`src/rtl/mips_pkg.sv`:
```
// Shared definitions for the multi-cycle MIPS control path: opcodes, funct codes,
// ALU and mux-select encodings, and the controller state enum.
package mips_pkg;

  localparam logic [5:0] OP_RTYPE = 6'b000000;
  localparam logic [5:0] OP_LW    = 6'b100011;
  localparam logic [5:0] OP_SW    = 6'b101011;
  localparam logic [5:0] OP_BEQ   = 6'b000100;
  localparam logic [5:0] OP_BNE   = 6'b000101;
  localparam logic [5:0] OP_ADDI  = 6'b001000;
  localparam logic [5:0] OP_SLTI  = 6'b001010;
  localparam logic [5:0] OP_ANDI  = 6'b001100;
  localparam logic [5:0] OP_ORI   = 6'b001101;
  localparam logic [5:0] OP_J     = 6'b000010;
  localparam logic [5:0] OP_JAL   = 6'b000011;

  localparam logic [5:0] FN_JR   = 6'b001000;
  localparam logic [5:0] FN_SLL  = 6'b000000;
  localparam logic [5:0] FN_SRL  = 6'b000010;
  localparam logic [5:0] FN_SRA  = 6'b000011;
  localparam logic [5:0] FN_ADD  = 6'b100000;
  localparam logic [5:0] FN_ADDU = 6'b100001;
  localparam logic [5:0] FN_SUB  = 6'b100010;
  localparam logic [5:0] FN_SUBU = 6'b100011;
  localparam logic [5:0] FN_AND  = 6'b100100;
  localparam logic [5:0] FN_OR   = 6'b100101;
  localparam logic [5:0] FN_XOR  = 6'b100110;
  localparam logic [5:0] FN_NOR  = 6'b100111;
  localparam logic [5:0] FN_SLT  = 6'b101010;
  localparam logic [5:0] FN_SLTU = 6'b101011;

  localparam logic [2:0] ALU_ADD   = 3'b000;
  localparam logic [2:0] ALU_SUB   = 3'b001;
  localparam logic [2:0] ALU_RTYPE = 3'b010;
  localparam logic [2:0] ALU_AND   = 3'b011;
  localparam logic [2:0] ALU_OR    = 3'b100;
  localparam logic [2:0] ALU_SLT   = 3'b101;

  localparam logic [1:0] SRCB_REGB   = 2'b00;
  localparam logic [1:0] SRCB_FOUR   = 2'b01;
  localparam logic [1:0] SRCB_IMM    = 2'b10;
  localparam logic [1:0] SRCB_IMM_SH = 2'b11;

  localparam logic [1:0] PCSRC_ALU    = 2'b00;
  localparam logic [1:0] PCSRC_ALUOUT = 2'b01;
  localparam logic [1:0] PCSRC_JUMP   = 2'b10;
  localparam logic [1:0] PCSRC_REGA   = 2'b11;

  localparam logic [1:0] REGDST_RT = 2'b00;
  localparam logic [1:0] REGDST_RD = 2'b01;
  localparam logic [1:0] REGDST_RA = 2'b10;

  localparam logic [1:0] WB_ALUOUT = 2'b00;
  localparam logic [1:0] WB_MDR    = 2'b01;
  localparam logic [1:0] WB_PC     = 2'b10;

  typedef enum logic [3:0] {
    S_FETCH,
    S_DECODE,
    S_MEM_ADDR,
    S_MEM_RD,
    S_MEM_WR,
    S_MEM_WB,
    S_EXEC_R,
    S_R_WB,
    S_EXEC_I,
    S_I_WB,
    S_BRANCH,
    S_JUMP,
    S_JAL,
    S_JR,
    S_TRAP
  } state_e;

  // R-type functs the datapath ALU can execute; anything else traps.
  function automatic logic is_rtype_funct(input logic [5:0] funct);
    case (funct)
      FN_SLL, FN_SRL, FN_SRA, FN_ADD, FN_ADDU, FN_SUB, FN_SUBU,
      FN_AND, FN_OR, FN_XOR, FN_NOR, FN_SLT, FN_SLTU: return 1'b1;
      default: return 1'b0;
    endcase
  endfunction

endpackage

```
`src/rtl/mips_wait_timer.sv`:
```
// Counts cycles spent waiting on mem_ready and flags when the wait has run
// for MEM_TIMEOUT cycles.
module mips_wait_timer #(
  parameter int MEM_TIMEOUT = 16
) (
  input  logic clk,
  input  logic rst,
  input  logic clear,
  input  logic incr,
  output logic expired
);

  localparam int CW = $clog2(MEM_TIMEOUT + 1);

  logic [CW-1:0] cnt_q;
  logic [CW-1:0] cnt_d;

  assign expired = (cnt_q == CW'(MEM_TIMEOUT));

  // Holding at the limit keeps the compare true until the FSM leaves the wait state.
  always_comb begin
    cnt_d = cnt_q;
    if (clear) begin
      cnt_d = '0;
    end else if (incr && !expired) begin
      cnt_d = cnt_q + CW'(1);
    end
  end

  always_ff @(posedge clk) begin
    if (rst) begin
      cnt_q <= '0;
    end else begin
      cnt_q <= cnt_d;
    end
  end

endmodule

```
`src/rtl/mips_mc_ctrl.sv`:
```
// Multi-cycle MIPS controller: sequences fetch/decode/execute/memory/write-back,
// drives the shared-memory datapath, traps on illegal ops or memory timeouts.
module mips_mc_ctrl
  import mips_pkg::*;
#(
  parameter int ALUOP_W     = 3,
  parameter int HAS_BNE     = 1,
  parameter int MEM_TIMEOUT = 16,
  parameter int CNT_W       = 32
) (
  input  logic               clk,
  input  logic               rst,
  input  logic [5:0]         Inst,
  input  logic [5:0]         Funct,
  input  logic               mem_ready,
  output logic               PCWrite,
  output logic               PCWriteCond,
  output logic               BranchNe,
  output logic               IorD,
  output logic               MemRead,
  output logic               MemWrite,
  output logic               IRWrite,
  output logic               RegWrite,
  output logic               ALUSrcA,
  output logic [1:0]         RegDst,
  output logic [1:0]         MemtoReg,
  output logic [1:0]         ALUSrcB,
  output logic [1:0]         PCSrc,
  output logic [ALUOP_W-1:0] ALUop,
  output logic               err,
  output logic [CNT_W-1:0]   instr_cnt
);

  state_e             state_q;
  state_e             state_d;
  logic [CNT_W-1:0]   instr_cnt_q;
  logic [CNT_W-1:0]   instr_cnt_d;
  logic               in_wait_state;
  logic               wait_expired;
  logic [2:0]         alu_op;

  assign in_wait_state = (state_q == S_FETCH) || (state_q == S_MEM_RD) ||
                         (state_q == S_MEM_WR);

  // Any state change restarts the count, so each wait state starts from zero.
  mips_wait_timer #(
    .MEM_TIMEOUT(MEM_TIMEOUT)
  ) u_wait_timer (
    .clk    (clk),
    .rst    (rst),
    .clear  (state_d != state_q),
    .incr   (in_wait_state && !mem_ready),
    .expired(wait_expired)
  );

  always_ff @(posedge clk) begin
    if (rst) begin
      state_q     <= S_FETCH;
      instr_cnt_q <= '0;
    end else begin
      state_q     <= state_d;
      instr_cnt_q <= instr_cnt_d;
    end
  end

  // Only final states ever return to FETCH, so any re-entry retires one instruction.
  always_comb begin
    instr_cnt_d = instr_cnt_q;
    if ((state_d == S_FETCH) && (state_q != S_FETCH)) begin
      instr_cnt_d = instr_cnt_q + CNT_W'(1);
    end
  end

  always_comb begin
    state_d = state_q;
    case (state_q)
      S_FETCH: begin
        if (mem_ready)         state_d = S_DECODE;
        else if (wait_expired) state_d = S_TRAP;
      end
      S_DECODE: begin
        case (Inst)
          OP_RTYPE: begin
            if (Funct == FN_JR)             state_d = S_JR;
            else if (is_rtype_funct(Funct)) state_d = S_EXEC_R;
            else                            state_d = S_TRAP;
          end
          OP_LW, OP_SW:                     state_d = S_MEM_ADDR;
          OP_ADDI, OP_SLTI, OP_ANDI, OP_ORI: state_d = S_EXEC_I;
          OP_BEQ:                           state_d = S_BRANCH;
          OP_BNE:                           state_d = (HAS_BNE != 0) ? S_BRANCH : S_TRAP;
          OP_J:                             state_d = S_JUMP;
          OP_JAL:                           state_d = S_JAL;
          default:                          state_d = S_TRAP;
        endcase
      end
      S_MEM_ADDR: state_d = (Inst == OP_SW) ? S_MEM_WR : S_MEM_RD;
      S_MEM_RD: begin
        if (mem_ready)         state_d = S_MEM_WB;
        else if (wait_expired) state_d = S_TRAP;
      end
      S_MEM_WR: begin
        if (mem_ready)         state_d = S_FETCH;
        else if (wait_expired) state_d = S_TRAP;
      end
      S_EXEC_R: state_d = S_R_WB;
      S_EXEC_I: state_d = S_I_WB;
      S_MEM_WB, S_R_WB, S_I_WB, S_BRANCH, S_JUMP, S_JAL, S_JR: state_d = S_FETCH;
      S_TRAP:   state_d = S_TRAP;
      default:  state_d = S_TRAP;
    endcase
  end

  always_comb begin
    PCWrite     = 1'b0;
    PCWriteCond = 1'b0;
    BranchNe    = 1'b0;
    IorD        = 1'b0;
    MemRead     = 1'b0;
    MemWrite    = 1'b0;
    IRWrite     = 1'b0;
    RegWrite    = 1'b0;
    ALUSrcA     = 1'b0;
    RegDst      = REGDST_RT;
    MemtoReg    = WB_ALUOUT;
    ALUSrcB     = SRCB_REGB;
    PCSrc       = PCSRC_ALU;
    alu_op      = ALU_ADD;
    err         = 1'b0;
    case (state_q)
      S_FETCH: begin
        MemRead = 1'b1;
        ALUSrcB = SRCB_FOUR;
        IRWrite = mem_ready;
        PCWrite = mem_ready;
      end
      S_DECODE: ALUSrcB = SRCB_IMM_SH;
      S_MEM_ADDR: begin
        ALUSrcA = 1'b1;
        ALUSrcB = SRCB_IMM;
      end
      S_MEM_RD: begin
        MemRead = 1'b1;
        IorD    = 1'b1;
      end
      S_MEM_WR: begin
        MemWrite = 1'b1;
        IorD     = 1'b1;
      end
      S_MEM_WB: begin
        RegWrite = 1'b1;
        MemtoReg = WB_MDR;
      end
      S_EXEC_R: begin
        ALUSrcA = 1'b1;
        alu_op  = ALU_RTYPE;
      end
      S_R_WB: begin
        RegWrite = 1'b1;
        RegDst   = REGDST_RD;
      end
      S_EXEC_I: begin
        ALUSrcA = 1'b1;
        ALUSrcB = SRCB_IMM;
        case (Inst)
          OP_SLTI: alu_op = ALU_SLT;
          OP_ANDI: alu_op = ALU_AND;
          OP_ORI:  alu_op = ALU_OR;
          default: alu_op = ALU_ADD;
        endcase
      end
      S_I_WB: RegWrite = 1'b1;
      S_BRANCH: begin
        ALUSrcA     = 1'b1;
        alu_op      = ALU_SUB;
        PCWriteCond = 1'b1;
        PCSrc       = PCSRC_ALUOUT;
        BranchNe    = (Inst == OP_BNE);
      end
      S_JUMP: begin
        PCWrite = 1'b1;
        PCSrc   = PCSRC_JUMP;
      end
      S_JAL: begin
        PCWrite  = 1'b1;
        PCSrc    = PCSRC_JUMP;
        RegWrite = 1'b1;
        RegDst   = REGDST_RA;
        MemtoReg = WB_PC;
      end
      S_JR: begin
        PCWrite = 1'b1;
        PCSrc   = PCSRC_REGA;
      end
      S_TRAP:  err = 1'b1;
      default: err = 1'b1;
    endcase
  end

  assign ALUop     = ALUOP_W'(alu_op);
  assign instr_cnt = instr_cnt_q;

endmodule

```
`config.mk`:
```
export PLATFORM = sky130hd
export DESIGN_NAME = mips_mc_ctrl
export DESIGN_NICKNAME = d
export VERILOG_FILES = /design/src/rtl/mips_pkg.sv /design/src/rtl/mips_wait_timer.sv /design/src/rtl/mips_mc_ctrl.sv
export SDC_FILE = /design/constraint.sdc
export NUM_CORES = 1
export LEC_CHECK = 0
export CORE_ASPECT_RATIO = 1.75
export CORE_UTILIZATION = 30
export CTS_CLUSTER_SIZE = 12
export DETAILED_ROUTE_END_ITERATION = 12
export GPL_ROUTABILITY_DRIVEN = 0
export GPL_TIMING_DRIVEN = 0
export SYNTH_ARGS = -nofsm -noshare
export SYNTH_HDL_FRONTEND = slang
export SYNTH_HIERARCHICAL = 1
export SYNTH_SLANG_ARGS = --single-unit
export TNS_END_PERCENT = 50
```
`constraint.sdc`:
```
create_clock -name clk -period 7.4 [get_ports clk]
set_input_delay 0.74 -clock clk [delete_from_list [all_inputs] [get_ports clk]]
set_output_delay 0.74 -clock clk [all_outputs]
set_load 0.01 [all_outputs]
```
Word level (Yosys, flattened, before mapping)
Memory sizes are Yosys's and may differ from the RTL's.
Index checks and enable logic that the tools add are counted.
{"block": "word_totals", "reg_bits": 41, "romBits": 64, "output_inout_bits": 53, "wordCells": 84, "memories": 1}
{"block": "classes", "n_addsub": 2, "eq_ne": 26, "muxes": 28, "n_reduce_logical": 24}
{"memory": "(name not given)", "depth": 64, "width": 1, "rd": 1, "rd_clocked_by_memory_dff": 0, "wr": 0, "line_no": "mips_pkg.sv:77", "rtl": "case (funct)"}
{"cell": "$add A32 B1 Y32 const B", "n": 1}
{"cell": "$pmux W4 S8", "n": 1}
{"cell": "$eq A6 B4 Y1 const B", "n": 5}
{"cell": "$eq A4 B4 Y1 const B", "n": 6}
{"cell": "$mux W4", "n": 6}
{"cell": "$pmux W4 S6", "n": 1}
{"cell": "$pmux W3 S3", "n": 2}
{"cell": "$eq A4 B3 Y1 const B", "n": 4}
{"cell": "$reduce_or A14 Y1", "n": 1}
{"cell": "$reduce_or A2 Y1", "n": 7}
{"cell": "$eq A6 B2 Y1 const B", "n": 2}
{"cell": "$eq A6 B3 Y1 const B", "n": 2}
{"cell": "$eq A6 B6 Y1 const B", "n": 2}
{"cell": "$mux W1", "n": 12}
{"cell": "$pmux W2 S3", "n": 2}
{"cell": "$reduce_or A4 Y1", "n": 3}
{"cell": "$eq A4 B2 Y1 const B", "n": 2}
{"cell": "$logic_not A4 Y1", "n": 2}
{"cell": "$pmux W2 S2", "n": 2}
{"cell": "$reduce_or A7 Y1", "n": 1}
{"cell": "$logic_not A6 Y1", "n": 1}
{"cell": "$add A5 B1 Y5 const B", "n": 1}
{"cell": "$eq A5 B5 Y1 const B", "n": 1}
{"cell": "$eq A4 B1 Y1 const B", "n": 1}
{"cell": "other kinds (8)", "n": 12}

Longest topological paths before layout
Gate-level depths: netlist of the first run.
{"block": "logic_depth", "ltp_word": 10, "ltp_mapped": 14}

By module
The synthesis of the first run kept the hierarchy.
{"module": "mips_mc_ctrl", "n_inst": 1, "cells_each": 333, "area_each_um2": 2560.0}
{"module": "mips_wait_timer", "n_inst": 1, "cells_each": 29, "area_each_um2": 281.5}

Least setup slack after synthesis of the first run
OpenSTA, ideal clock, no wires.
{"block": "synth_timing", "path_type": "input port to flip-flop", "start": "in Funct[1]", "end": "reg u_wait_timer.cnt_q[0]", "setup_time_ns": 0.119, "t_arrival_ns": 2.622, "required_ns": 7.281, "slack_ns": 4.659, "path_stages": 9, "n_path_buf": 0, "path_cell_list": "or4_4 o21bai_4 nor4_1 o21ai_1 o21ai_0 a32o_1 nand3_1 nor2_1 a21boi_2"}
{"block": "synth_via", "elab_chain_len": 10, "elab_cells_between_ends": 11, "cone_classes": "2 x eq/ne; 7 x mux; 1 x reduce/logical; 1 x memory"}
{"element": "start: declaration", "line_no": "mips_mc_ctrl.sv:14", "rtl": "input logic [5:0] Funct,"}
{"element": "$mem_v2 Z64 W1"}
{"element": "$mux W1", "line_no": "mips_mc_ctrl.sv:84", "rtl": "if (Funct == FN_JR) state_d = S_JR;"}
{"element": "$mux W1", "line_no": "mips_mc_ctrl.sv:82", "rtl": "case (Inst)"}
{"element": "$mux W1", "line_no": "mips_mc_ctrl.sv:76", "rtl": "case (state_q)"}
{"element": "$mux W4", "line_no": "mips_mc_ctrl.sv:85", "rtl": "else if (is_rtype_funct(Funct)) state_d = S_EXEC_R;"}
{"element": "$mux W4 (*)", "line_no": "mips_mc_ctrl.sv:84"}
{"element": "$pmux W4 S6 (*)", "line_no": "mips_mc_ctrl.sv:82"}
{"element": "$pmux W4 S8 (*)", "line_no": "mips_mc_ctrl.sv:76"}
{"element": "$ne A4 B4 Y1 (*)", "line_no": "mips_mc_ctrl.sv:51", "rtl": ".clear (state_d != state_q),"}
{"element": "$reduce_or A2 Y1 (no source line) (*)"}
{"element": "end signal: assignment", "line_no": "mips_wait_timer.sv:34", "rtl": "cnt_q <= cnt_d;"}
{"element": "end: declaration", "line_no": "mips_wait_timer.sv:15", "rtl": "logic [CW-1:0] cnt_q;"}
Every way passes the cells marked *; elsewhere a longest branch is shown, timed or not. The select of a mux whose other input is x is not followed.
A chain may end at the register's enable or synchronous reset.

Final worst setup path of the first run
{"block": "layout_timing", "start": "in Inst[4]", "end": "out ALUop[1]"}
{"block": "layout_via", "elab_chain_len": 3, "elab_cells_between_ends": 5, "cone_classes": "3 x eq/ne; 2 x mux"}
{"element": "start: declaration", "line_no": "mips_mc_ctrl.sv:13", "rtl": "input logic [5:0] Inst,"}
{"element": "$eq A6 B4 Y1", "line_no": "mips_mc_ctrl.sv:165", "rtl": "case (Inst)"}
{"element": "$pmux W3 S3 (*)", "line_no": "mips_mc_ctrl.sv:165"}
{"element": "$pmux W3 S3 (*)", "line_no": "mips_mc_ctrl.sv:130", "rtl": "case (state_q)"}
{"element": "end: declaration", "line_no": "mips_mc_ctrl.sv:29", "rtl": "output logic [ALUOP_W-1:0] ALUop,"}
Every way passes the cells marked *; elsewhere a longest branch is shown, timed or not.

==> results of run 1 <==
[power groups by stage]
stage	registers, mW	logic (mW)	clock network (mW)
after floorplan	0.246	0.345	0
after CTS	0.242	0.514	0.290
after global placement	0.247	0.506	0
final	0.242	0.511	0.285
after detailed placement	0.247	0.512	0
after global routing	0.244	0.565	0.299
[synthesized netlist by cell type, types with 5 or more instances]
library cell,n
a21oi_1,26
and3_1,8
buf_2,9
clkbuf_1,6
dfxtp_1,41
inv_1,11
nand2_1,32
nand2b_1,8
nand3_1,15
nand3b_1,5
nand4_1,10
nor2_1,35
nor3_1,10
nor4_1,8
o21ai_0,16
o31ai_1,6
or2_2,5
or3_1,13
xnor2_1,11
xor2_1,9
[per-stage QoR]
| step | power (mW) | utilization | hold slack (ns) | instances | worst slack, ns |
|---|---|---|---|---|---|
| global route | 1.11 | 0.417 | 0.525 | 553 | 3.83 |
| floorplan | 0.591 | - | 0.475 | 362 | 4.66 |
| finish | 1.04 | 0.417 | 0.499 | 553 | 4.05 |
| global placement | 0.753 | 0.396 | 0.485 | 545 | 3.83 |
| detailed placement | 0.759 | 0.396 | 0.491 | 545 | 3.82 |
| CTS | 1.05 | 0.417 | 0.499 | 553 | 4.06 |
[flip-flops by register name, indices dropped and copies added (netlist names)]
name                cells
state_q                 4
u_wait_timer/cnt_q      5
instr_cnt              32
[layout by cell type (no fill, tap or decap), drive strengths merged, types with 4 or more instances in the layout]
master and n:
nand2b 8, xnor2 11, or3 14, o21ai 19, buf 15, o31ai 6, inv 12, dfxtp 41
nor3 12, nor2b 4, clkdlybuf4s50 63, a211oi 4, and2 4, nor4 10, or2 6, nor2 35
nand2 32, clkbuf 11, xor2 9, o21a 4, a21boi 4, nand4 11, nand3 16, nand3b 5
a21oi 26, and3 8
[cells by family (layout without fill, tap and decap cells)]
family,count (synthesis),count (layout),synth area share
compound gates,81,81,0.201
xor+xnor,20,20,0.0616
fa+ha+maj,3,3,0.0132
buf+inv,33,104,0.0528
flops,41,41,0.289
mux,2,2,0.00749
simple gates,182,182,0.375
[metal layers]
metal | GRT usage | up-vias
met3 | 0.0253 | 18
met2 | 0.355 | 82
li1 | - | 1455
met5 | 0 | -
met1 | 0.173 | 1396
met4 | 0.100 | 0
[worst min-delay path: stages (launching register included)]
cell and delay [ns]:
dfxtp_1 0.33, nand2_1 0.06, a21oi_1 0.05
[area by class of cell]
type | count | area (µm²)
sequential | 41 | 821
fill | 942 | 5340
clock buffer | 5 | 125
multi-input combinational | 288 | 1870
clock inverter | 3 | 65.1
buffer | 21 | 105
inverter | 12 | 45.0
tap | 120 | 150
timing repair buffer | 63 | 631
[worst min path at each step]
| stage | slack, ns | startpoint | depth (start not counted) | endpoint |
|---|---|---|---|---|
| final | 0.50 | instr_cnt[1] | 2 | instr_cnt[1] |
| after global routing | 0.52 | instr_cnt[25] | 2 | instr_cnt[25] |
| after CTS | 0.50 | instr_cnt[1] | 2 | instr_cnt[1] |
| after detailed placement | 0.49 | instr_cnt[1] | 2 | instr_cnt[1] |
| after global placement | 0.49 | instr_cnt[25] | 2 | instr_cnt[25] |
| after floorplan | 0.48 | u_wait_timer/cnt_q[1] | 2 | u_wait_timer/cnt_q[1] |
==> flow_summary_export.csv, run 1 <==
group,metric,value,unit
detailed_routing,dr.pass1.iters,5,
final_layout,area_delta_synth_final,34.2,%
clock_network,post_cts_buffers,0,
sta,finalCritPeriodShare,0.453,
floorplan,core,9150,µm²
critical_path,crit_fanout,5,
critical_path,cp_cell_sequence,"clkdlybuf4s50_1 -> nor3_1 -> nand3b_1 -> or3_1 -> a21oi_1 -> clkdlybuf4s50_1",
critical_path,rr_endpoint,"instr_cnt[11]",
clock_network,ctsHoldBuffers,0,
yosys,ys_seq_area_frac,0.289,
yosys,synth_top_area_share,0.289,
final_layout,drive_gt1_frac,0.118,
clock_network,cts.htree.levels,2,
detailed_routing,wl_met2,4720,µm
place,io_buffers,63,
global_route,grt_usage,0.182,
critical_path,cpLargestDelayFamily,"buffers and inverters",
yosys,synthFlopType,"dfxtp_1",
detailed_routing,met3WireLength,253,µm
power,clock_power_share,0.274,
detailed_routing,num_vias,2951,
clock_network,numCtsBuffers,5,
power,ir_drop,141,µV
global_route,grt_first_pass_wirelength,13500,µm
sta,setup_viol_count_final,0,
yosys,synth_nets,380,
sta,hold_viol,0,
power,combPwrFrac,0.492,
critical_path,reg2reg_depth,12,
floorplan,die-area,9880,µm²
critical_path,slowest_stage,"clkdlybuf4s50_1",
floorplan,fp.dieW,75.6,µm
yosys,netlist_area,2840,µm²
clock_network,clkLatencyLatePin,0.29,ns
power,internal_power,637,µW
sta,relSlewSlack,0.465,
yosys,yosysWarnings,6,
floorplan,io_pins,68,
clock_network,cts-resized-gates,0,
yosys,ys_types,68,
global_route,overflow,0,
power,p_leak,1.26,nW
critical_path,arrival,2.61,ns
critical_path,crit_end,"ALUop[1]",
flow_run,maxCapViolCount,0,
critical_path,cp_data_required_time,6.66,ns
yosys,synthCells,362,
sta,fin_worst_skew,0.00455,ns
floorplan,initial_core_util,0.311,
critical_path,path_common_cell,"clkdlybuf4s50_1",
critical_path,critPathKind,"input port to output pin",
sta,worst-slew-pin-transition,0.798,ns
yosys,synth_area_leaders,"dfxtp_1 (29%), nor2_1 (4.6%), a21oi_1 (4.6%), nand2_1 (4.2%), xnor2_1 (3.4%)",
power,p_seq_frac,0.233,
clock_network,clk_pin_slew,0.06,ns
final_layout,design_area,3810,µm²
detailed_routing,wl,8320,µm
detailed_routing,via_per_inst,5.34,
critical_path,cp.buffers_inverters,2,
critical_path,cp_slowest_stage_delay,0.55,ns
yosys,synth-edff-count,0,
critical_path,worstSetupStartpointType,"input port",
floorplan,die_h,131,µm
critical_path,cp.depth,6,
critical_path,crit_path_end_kind,"output pin",
clock_network,cts-root-buf,"clkbuf_16",
place,hpwl,6600,µm
detailed_routing,drcViolationCount,0,
critical_path,r2r_slack,4.60,ns
yosys,yosys.area.top_type,"dfxtp_1",
sta,rsz0062_at_grt,"false",
detailed_routing,wl_met1,3080,µm
final_layout,diodes,0,
detailed_routing,routed.top_layer,"met4",
final_layout,final_net_count,450,
status,outcome,"finished, final reports clean",
detailed_routing,drt_iter0_drc,79,
global_route,grt_max_degree,14,
global_route,antenna_found_initial,0,
detailed_routing,ant_nets,0,
hold_path,holdCritPathClass,"register to register",
clock_network,cts.sinks,41,
sta,drv_slew,0,
place,placed_area,3620,µm²
sta,fmax,299,MHz
critical_path,critPathLaunch,"Inst[4]",
yosys,async_flop_share,0,
power,swShare,0.387,
critical_path,r2r_start,"u_wait_timer/cnt_q[0]",
floorplan,rows,46,
sta,setup-tns-final,0,ns
sta,period_minus_slack,3.35,ns
clock_network,cts_tree,"done",
global_route,first_global_vias,2809,
power,p_sw,401,µW
yosys,ys_ff_latch,41,
power,power_density,272,nW/µm²
yosys,postSynthAreaPerCell,7.85,µm²
clock_network,cts.path.max_buffers,2,
detailed_routing,routedWlPerCell,15.0,µm
(Power assumes the default switching activity.)
==> inputs of run 2 (changes only) <==
==> constraint.sdc (replaced) <==
create_clock -name clk -period 3.4 [get_ports clk]
set_input_delay 0.34 -clock clk [delete_from_list [all_inputs] [get_ports clk]]
set_output_delay 0.34 -clock clk [all_outputs]
set_load 0.01 [all_outputs]
==> flow_summary_export.csv, run 2 (same netlist as run 1, synthesis figures left out) <==
group,metric,value,unit
clock_network,clkLatencyLatePin,0.29,ns
sta,finalCritPeriodShare,0.849,
clock_network,ctsHoldBuffers,0,
detailed_routing,wl_met2,4720,µm
final_layout,area_delta_synth_final,34.2,%
critical_path,crit_path_end_kind,"register",
place,hpwl,6600,µm
clock_network,clk_pin_slew,0.06,ns
clock_network,cts-resized-gates,0,
global_route,grt_first_pass_wirelength,13500,µm
sta,setup-tns-final,0,ns
sta,period_minus_slack,2.89,ns
sta,whs,0.500,ns
sta,rsz0062_at_grt,"false",
sta,fmax,346,MHz
floorplan,rows,46,
detailed_routing,met3WireLength,238,µm
final_layout,utilization,0.417,
global_route,grt_usage,0.181,
final_layout,drive_gt1_frac,0.118,
final_layout,final_net_count,450,
power,ir_drop,307,µV
global_route,overflow,0,
floorplan,fp.dieW,75.6,µm
sta,relSlewSlack,0.465,
floorplan,core,9150,µm²
clock_network,numCtsBuffers,5,
clock_network,cts.sinks,41,
detailed_routing,wl,8360,µm
final_layout,finalNonFillerCells,553,
floorplan,die-area,9880,µm²
clock_network,cts.path.max_buffers,2,
hold_path,holdCritPathClass,"register to register",
global_route,first_global_vias,2801,
power,power_density,593,nW/µm²
sta,worst-slew-pin-transition,0.796,ns
critical_path,critPathKind,"input port to register",
sta,hold_viol,0,
power,p_leak,1.26,nW
global_route,grt_max_degree,14,
clock_network,cts.htree.levels,2,
detailed_routing,dr.pass1.iters,4,
critical_path,r2r_slack,0.60,ns
flow_run,maxCapViolCount,0,
clock_network,post_cts_buffers,0,
detailed_routing,routedWlPerCell,15.1,µm
sta,setup_viol_count_final,0,
detailed_routing,ant_nets,0,
clock_network,cts_tree,"done",
status,outcome,"finished, final reports clean",
critical_path,arrival,3.07,ns
final_layout,layout_commonest_cell,"clkdlybuf4s50_1",
place,io_buffers,63,
detailed_routing,num_vias,2947,
floorplan,die_h,131,µm
detailed_routing,routed.top_layer,"met4",
detailed_routing,via_per_inst,5.33,
sta,drv_slew,0,
sta,fin_worst_skew,0.00412,ns
critical_path,worstSetupStartpointType,"input port",
detailed_routing,drcViolationCount,0,
final_layout,diodes,0,
clock_network,cts-root-buf,"clkbuf_16",
global_route,antenna_found_initial,0,
final_layout,most-common-layout-cells,"clkdlybuf4s50_1 (63), dfxtp_1 (41), nor2_1 (35)",
place,place_inst,545,
critical_path,crit_fanout,10,
detailed_routing,wl_met1,3100,µm
final_layout,largest_reg_flops,32,
detailed_routing,drt_iter0_drc,78,
floorplan,initial_core_util,0.311,
final_layout,fill_cells,942,
floorplan,io_pins,68,
critical_path,cp_data_required_time,3.58,ns
run 2: power by group:
group,switching [mW],leakage [nW],internal (mW)
clock,0.197,0.0938,0.419
sequential,0.0197,0.331,0.508
combinational,0.656,0.839,0.459
run 2: metal layers:
| metal | GRT usage | vias to the layer above |
|---|---|---|
| li1 | - | 1454 |
| met5 | 0 | - |
| met1 | 0.173 | 1396 |
| met4 | 0.0969 | 0 |
| met3 | 0.0230 | 19 |
| met2 | 0.356 | 78 |
run 2: worst max-delay path, cell delays in order:
cell and delay (ns):
clkdlybuf4s50_1 0.43, or4_4 0.56, o21bai_4 0.18, nor4_1 0.10
o21ai_1 0.65, o21ai_0 0.18, a32o_1 0.28, nand3_1 0.11
nor2_1 0.08, a21boi_2 0.15
run 2: stage by stage:
stage | instance area (µm²) | total power [mW] | worst slack [ns]
floorplan | 2840 | 1.29 | 0.971
global placement | 3620 | 1.64 | 0.232
detailed placement | 3620 | 1.65 | 0.217
CTS | 3810 | 2.28 | 0.509
global route | 3810 | 2.41 | 0.220
finish | 3810 | 2.26 | 0.514
run 2: cell type report:
cell class | instances | area, µm² | area share
buffer | 21 | 105 | 0.0276
clock buffer | 5 | 125 | 0.0328
clock inverter | 3 | 65.1 | 0.0171
inverter | 12 | 45.0 | 0.0118
multi-input combinational | 288 | 1870 | 0.491
sequential | 41 | 821 | 0.215
tap | 120 | 150 | 0.0394
timing repair buffer | 63 | 631 | 0.165
run 2: path summary, 6_finish.rpt:
| kind | startpoint | to | cells after the start |
|---|---|---|---|
| max | Funct[1] | u_wait_timer/cnt_q[0] | 10 |
| min | instr_cnt[1] | instr_cnt[1] | 2 |
| max reg2reg | u_wait_timer/cnt_q[0] | instr_cnt[11] | 12 |
| min reg2reg | instr_cnt[1] | instr_cnt[1] | 2 |
